--- src/rtl/memory_stage_lsu.sv ---
// Load/store memory stage: variable-latency data-memory handshake, sub-word lanes,
// load extension, misalignment detection, stall generation and the M->W register.
module memory_stage_lsu #(
  parameter int ADDR_WIDTH = 64,
  parameter int DATA_WIDTH = 64,
  parameter int REG_ADDR_W = 5
) (
  input  logic                  i_clk,
  input  logic                  i_rst_n,
  input  logic                  i_valid,
  input  logic                  i_flush,
  input  logic                  i_mem_re,
  input  logic                  i_mem_we,
  input  logic [1:0]            i_mem_size,
  input  logic                  i_mem_unsigned,
  input  logic [ADDR_WIDTH-1:0] i_pc_plus4,
  input  logic [ADDR_WIDTH-1:0] i_pc_target,
  input  logic [ADDR_WIDTH-1:0] i_alu_result,
  input  logic [DATA_WIDTH-1:0] i_write_data,
  input  logic [DATA_WIDTH-1:0] i_imm_ext,
  input  logic [REG_ADDR_W-1:0] i_rd_addr,
  input  logic [2:0]            i_result_src,
  input  logic                  i_reg_we,
  output logic                  o_stall,
  output logic                  o_misalign,
  output logic [REG_ADDR_W-1:0] o_rd_addr,
  output logic [ADDR_WIDTH-1:0] o_alu_result,
  output logic                  o_mem_req,
  output logic                  o_mem_we,
  output logic [ADDR_WIDTH-1:0] o_mem_addr,
  output logic [DATA_WIDTH/8-1:0] o_mem_be,
  output logic [DATA_WIDTH-1:0] o_mem_wdata,
  input  logic                  i_mem_ack,
  input  logic [DATA_WIDTH-1:0] i_mem_rdata,
  output logic                  o_valid_w,
  output logic                  o_reg_we,
  output logic [2:0]            o_result_src,
  output logic [REG_ADDR_W-1:0] o_rd_addr_preg,
  output logic [ADDR_WIDTH-1:0] o_pc_plus4,
  output logic [ADDR_WIDTH-1:0] o_pc_target,
  output logic [DATA_WIDTH-1:0] o_imm_ext,
  output logic [ADDR_WIDTH-1:0] o_alu_result_preg,
  output logic [DATA_WIDTH-1:0] o_read_data
);

  localparam int NB    = DATA_WIDTH / 8;
  localparam int OFS_W = $clog2(NB);

  typedef enum logic {IDLE, WAIT} state_t;

  state_t            state;
  logic              kill_q;
  logic [OFS_W-1:0]  offset;
  logic [3:0]        size_bytes;
  logic [6:0]        size_bits;
  logic [OFS_W-1:0]  align_mask;
  logic              mem_op;
  logic              access;
  logic [NB-1:0]     be_mask;
  logic [DATA_WIDTH-1:0] shifted;
  logic              sign;
  logic [DATA_WIDTH-1:0] load_ext;
  logic              wb_valid;

  assign offset     = i_alu_result[OFS_W-1:0];
  assign size_bytes = 4'd1 << i_mem_size;
  assign size_bits  = {size_bytes, 3'b000};
  assign align_mask = OFS_W'(size_bytes - 4'd1);
  assign mem_op     = i_valid & (i_mem_re | i_mem_we);

  // A double access cannot fit a 32-bit bus, so it is treated as a fault there.
  assign o_misalign = mem_op & ((|(offset & align_mask)) |
                                ((i_mem_size == 2'b11) && (DATA_WIDTH == 32)));
  assign access     = mem_op & ~i_flush & ~o_misalign;

  assign o_mem_req  = ((state == IDLE) & access) | (state == WAIT);
  assign o_stall    = o_mem_req & ~i_mem_ack;

  assign o_rd_addr    = i_rd_addr;
  assign o_alu_result = i_alu_result;

  assign o_mem_we    = i_mem_we;
  assign o_mem_addr  = {i_alu_result[ADDR_WIDTH-1:OFS_W], {OFS_W{1'b0}}};
  assign o_mem_be    = be_mask << offset;
  assign o_mem_wdata = i_write_data << {offset, 3'b000};

  // NOTE: every always_comb output is fully assigned on each path (loops cover all bits,
  // case has a default), so no latch can be inferred.
  always_comb begin
    for (int i = 0; i < NB; i++) be_mask[i] = (4'(i) < size_bytes);
  end

  assign shifted = i_mem_rdata >> {offset, 3'b000};

  always_comb begin
    case (i_mem_size)
      2'b00:   sign = shifted[7];
      2'b01:   sign = shifted[15];
      2'b10:   sign = shifted[31];
      default: sign = shifted[DATA_WIDTH-1];
    endcase
    for (int i = 0; i < DATA_WIDTH; i++)
      load_ext[i] = (7'(i) < size_bits) ? shifted[i] : (sign & ~i_mem_unsigned);
  end

  assign wb_valid = i_valid & ~i_flush & ~kill_q & ~o_misalign;

  // NOTE: state is updated with non-blocking assignments so every register samples
  // pre-edge values, independent of statement order.
  always_ff @(posedge i_clk) begin
    if (!i_rst_n) begin
      state             <= IDLE;
      kill_q            <= 1'b0;
      o_valid_w         <= 1'b0;
      o_reg_we          <= 1'b0;
      o_result_src      <= '0;
      o_rd_addr_preg    <= '0;
      o_pc_plus4        <= '0;
      o_pc_target       <= '0;
      o_imm_ext         <= '0;
      o_alu_result_preg <= '0;
      o_read_data       <= '0;
    end else begin
      case (state)
        IDLE: if (access && !i_mem_ack) state <= WAIT;
        WAIT: begin
          // A flush cannot cancel an issued request; remember it and bubble the result.
          if (i_mem_ack) begin
            state  <= IDLE;
            kill_q <= 1'b0;
          end else if (i_flush) begin
            kill_q <= 1'b1;
          end
        end
        default: state <= IDLE;
      endcase

      if (!o_stall) begin
        o_valid_w         <= wb_valid;
        o_reg_we          <= i_reg_we & wb_valid;
        o_result_src      <= i_result_src;
        o_rd_addr_preg    <= i_rd_addr;
        o_pc_plus4        <= i_pc_plus4;
        o_pc_target       <= i_pc_target;
        o_imm_ext         <= i_imm_ext;
        o_alu_result_preg <= i_alu_result;
        o_read_data       <= i_mem_re ? load_ext : '0;
      end
    end
  end

endmodule

--- config.mk ---
export PLATFORM = sky130hd
export DESIGN_NAME = memory_stage_lsu
export DESIGN_NICKNAME = d
export VERILOG_FILES = /design/src/rtl/memory_stage_lsu.sv
export SDC_FILE = /design/constraint.sdc
export NUM_CORES = 1
export LEC_CHECK = 0
export ABC_AREA = 1
export BUFFER_PORTS_ARGS = -buffer_cell sky130_fd_sc_hd__buf_2
export CAP_MARGIN = 15
export CORE_AREA = 2 2 364 366
export CTS_BUF_LIST = sky130_fd_sc_hd__clkbuf_8
export CTS_CLUSTER_DIAMETER = 50
export DETAILED_ROUTE_END_ITERATION = 7
export DIE_AREA = 0 0 366 368
export GPL_TIMING_DRIVEN = 0
export SYNTH_ARGS = -nofsm -noshare
export SYNTH_HDL_FRONTEND = slang
export SYNTH_SLANG_ARGS = --single-unit
--- constraint.sdc ---
create_clock -name i_clk -period 1.7 [get_ports i_clk]
set_input_delay 0.085 -clock i_clk [delete_from_list [all_inputs] [get_ports i_clk]]
set_output_delay 0.085 -clock i_clk [all_outputs]
set_load 0.02 [all_outputs]
==> reports/results.ini <==
[timing]
finalWorstSetupSlack_ps = -247
slew_headroom = 0.321
skew_ps = 51.4
min_period_ps = 1950
rsz0062_at_grt = yes
fin_setup_tns_ps = -3740
setup_viol = 74
fmax_mhz = 514
tightest_slew_ps = 1010
hold_viol_final = 0
post-route-period-util = 1.15
drv_slew = 0

[die]
die_h_um = 368
die_x_um = 366
dieArea_um2 = 135000
core-area_um2 = 131000
num_rows = 133
initial_utilization = 0.125
boundaryPins = 942

[setup_path]
worstPathArrival_ps = 1860
crit_slowest_cell = ha_1
endpoint = o_stall
crit_path_end_kind = primary output
max_stage_delay_ps = 270
reg2reg_from = state
worstPathRequired_ps = 1620
path_max_fanout = 4
ff2ff_path_depth = 6
startpoint_type = primary input
crit_chain = buf_4 > inv_1 > nor2_2 > inv_1 > ha_1 > or2_1 > nand3_2 > o21bai_4 > nand2_2 > buf_12 > inv_16 > buf_12 > buf_8
crit_start = i_mem_size[0]
rrSetupSlack_ps = -140
worstSetupPathType = in2out
worstReg2RegEnd = o_alu_result_preg[44]

[clocking]
clk_latency_ps = 790
clock-sinks = 332
clock_path_buffers = 3
cts_buffers = 71
clk_pin_slew_worst_paths_ps = 50
clock-root-buffer = clkbuf_8
cts_tree = yes
h-tree-depth = 3

[synthesis]
synth_area_um2 = 16300
syn_inst = 2445
ys_seq_area_frac = 0.407
synth_ff_type = dfxtp_1
yosysWarnings = 0
yosys.cell_types.count = 40
syn_area_per_cell_um2 = 6.68
ys_ff_latch = 332
synth_edf_count = 0
async_flop_share = 0

[cells_and_area]
fillers = 14561
final_cell_count_no_fill = 5738
seq_area_um2 = 6650
multi_input_area_um2 = 7890
nets = 4314
drive_gt1_frac = 0.365
syn2layout_area_growth_pct = 88.1
final_cell_mix = 925 x buf_2, 609 x nor2_1, 465 x nand2_1, 433 x dlygate4sd3_1, 331 x dfxtp_1
layout_commonest_cell = buf_2

[power]
p_per_area_nw_per_um2 = 856
p_switching_mw = 9.19
clockPowerShare = 0.405
vdd_drop_max_mv = 0.497
pwr-share-seq = 0.326
leakage_nw = 15.1
p_int_mw = 17.1
combinationalPowerShare = 0.269
switching_share = 0.350

[status]
status = complete, but fails checks
violations = negative setup slack

[placed_design]
io_buffers = 937
place_inst = 5140
dp_hpwl_um = 108000
gp_congestion = 0.993

[run]
drv_cap = 0

[min_path]
hold_path.class = in2reg

[global_routing]
met3_usage = 0.0521
grt_pass1_wl_um = 177000
grt_max_degree = 20
antenna_found_initial = 23
grt_pass1_vias = 22732
globalRouteMet1Util = 0.211
grt_overflow = 0
top_usage_layer = met2
grt_usage = 0.188
grt_use_met2 = 0.313

[routing]
remaining_drc_errors = 0
via_per_inst = 4.05
wl_per_cell_um = 23.3
drt_iter0_markers = 1708
dr.pass1.iters = 5
ant_nets = 0
vias = 23236
wl_um = 134000

worst min-delay path by stage:
stage,startpoint,end,cells after the start
2_1_floorplan,i_mem_ack,kill_q,1
3_3_place_gp,i_mem_ack,kill_q,2
3_5_place_dp,i_mem_ack,kill_q,2
4_1_cts,i_pc_target[1],o_pc_target[1],4
5_1_grt,i_pc_target[1],o_pc_target[1],4
6_report,i_alu_result[0],o_read_data[23],8
area by class of cell:
| type | count | area share |
|---|---|---|
| inverters | 76 | 0.0101 |
| diodes | 16 | 0.00130 |
| repair buffers | 1393 | 0.305 |
| flip-flops and latches | 332 | 0.216 |
| multi-input cells | 1732 | 0.257 |
| plain buffers | 303 | 0.0825 |
| well taps | 1755 | 0.0715 |
| clock inverters | 43 | 0.0166 |
| clock buffers | 88 | 0.0394 |
power groups by stage:
stage / Combinational [mW] / Sequential [mW] / Clock (mW)
final: 7.08 / 8.56 / 10.6
after global placement: 5.82 / 8.70 / 0
after global routing: 7.46 / 8.61 / 11.4
after floorplan: 2.30 / 9.30 / 0
after detailed placement: 5.81 / 8.71 / 0
after CTS: 6.82 / 8.55 / 11.0
synth_stat cells, types with 2 or more instances:
| cell | number | area share |
|---|---|---|
| ha_1 | 2 | 0.0015 |
| o21ai_1 | 222 | 0.068 |
| a21boi_1 | 2 | 0.00092 |
| buf_2 | 57 | 0.017 |
| buf_4 | 158 | 0.073 |
| buf_6 | 4 | 0.0028 |
| clkbuf_1 | 76 | 0.017 |
| a22oi_1 | 5 | 0.0023 |
| o22ai_1 | 8 | 0.0031 |
| and2_1 | 6 | 0.0023 |
| nor2_4 | 2 | 0.0014 |
| nand3_1 | 84 | 0.026 |
| a31oi_1 | 4 | 0.0015 |
| buf_1 | 12 | 0.0028 |
| o21ai_0 | 161 | 0.049 |
| mux2i_1 | 22 | 0.013 |
| nor2_1 | 649 | 0.15 |
| a21oi_1 | 40 | 0.012 |
| or2_2 | 11 | 0.0042 |
| a21boi_0 | 3 | 0.0014 |
| dfxtp_1 | 332 | 0.41 |
| a211oi_1 | 2 | 0.00092 |
| o211ai_1 | 18 | 0.0083 |
| inv_2 | 5 | 0.0012 |
| inv_1 | 69 | 0.016 |
| nand2_1 | 477 | 0.11 |
sequential cells by signal (all words and copies together), names as in the netlist:
signal and cells:
o_reg_we 1, o_result_src 3, kill_q 1, o_valid_w 1, o_imm_ext 64, o_rd_addr_preg 5, state 1, o_pc_plus4 64
o_alu_result_preg 64, o_pc_target 64, o_read_data 64
metrics by stage:
stage           util  power (mW)  hold slack (ps)  setup slack, ps  area [µm²]
2_1_floorplan      -        11.6              181            -26.9       16400
3_3_place_gp   0.178        14.5              294            -1440       23300
3_5_place_dp   0.178        14.5              311            -1360       23300
4_1_cts        0.229        26.4           0.0123             -339       29900
5_1_grt        0.235        27.4             42.6             -305       30700
6_report       0.235        26.3             31.1             -247       30700
per-layer routing:
layer / vias to the layer above / part of all wire / wire (µm)
met5: - / 0.00087 / 116
met4: 18 / 0.073 / 9720
met3: 341 / 0.081 / 10800
met2: 1275 / 0.46 / 61800
met1: 10930 / 0.38 / 51100
li1: 10672 / - / -
cell families (layout without fill, tap and decap cells):
group / count (synthesis) / in the layout / synth area share
AO/OA/AOI/OAI: 469 / 469 / 0.150
adder cells (fa/ha/maj): 2 / 2 / 0.00153
buffers and inverters: 383 / 1903 / 0.131
flip-flops: 332 / 332 / 0.407
multiplexers: 22 / 22 / 0.0135
other: 1 / 19 / 0.000230
AND/OR/NAND/NOR: 1236 / 1236 / 0.296
repair_timing:
item | 4_1_cts | 5_1_grt
endpoints found under the hold margin | 321 | 42
buffers inserted | 13 | 5
gates cloned | 0 | 4
setup endpoints to repair | 228 | 346
hold buffers | 433 | 2
pin swaps | 4 | 15
resized for setup | 199 | 208
worst max-delay path: cells and delay by family:
family / cells / cell delay [ps]
compound gates: 1 / 70
buf+inv: 7 / 740
fa+ha+maj: 1 / 270
simple gates: 4 / 630
Note: power is estimated with default switching activity, not from simulation.
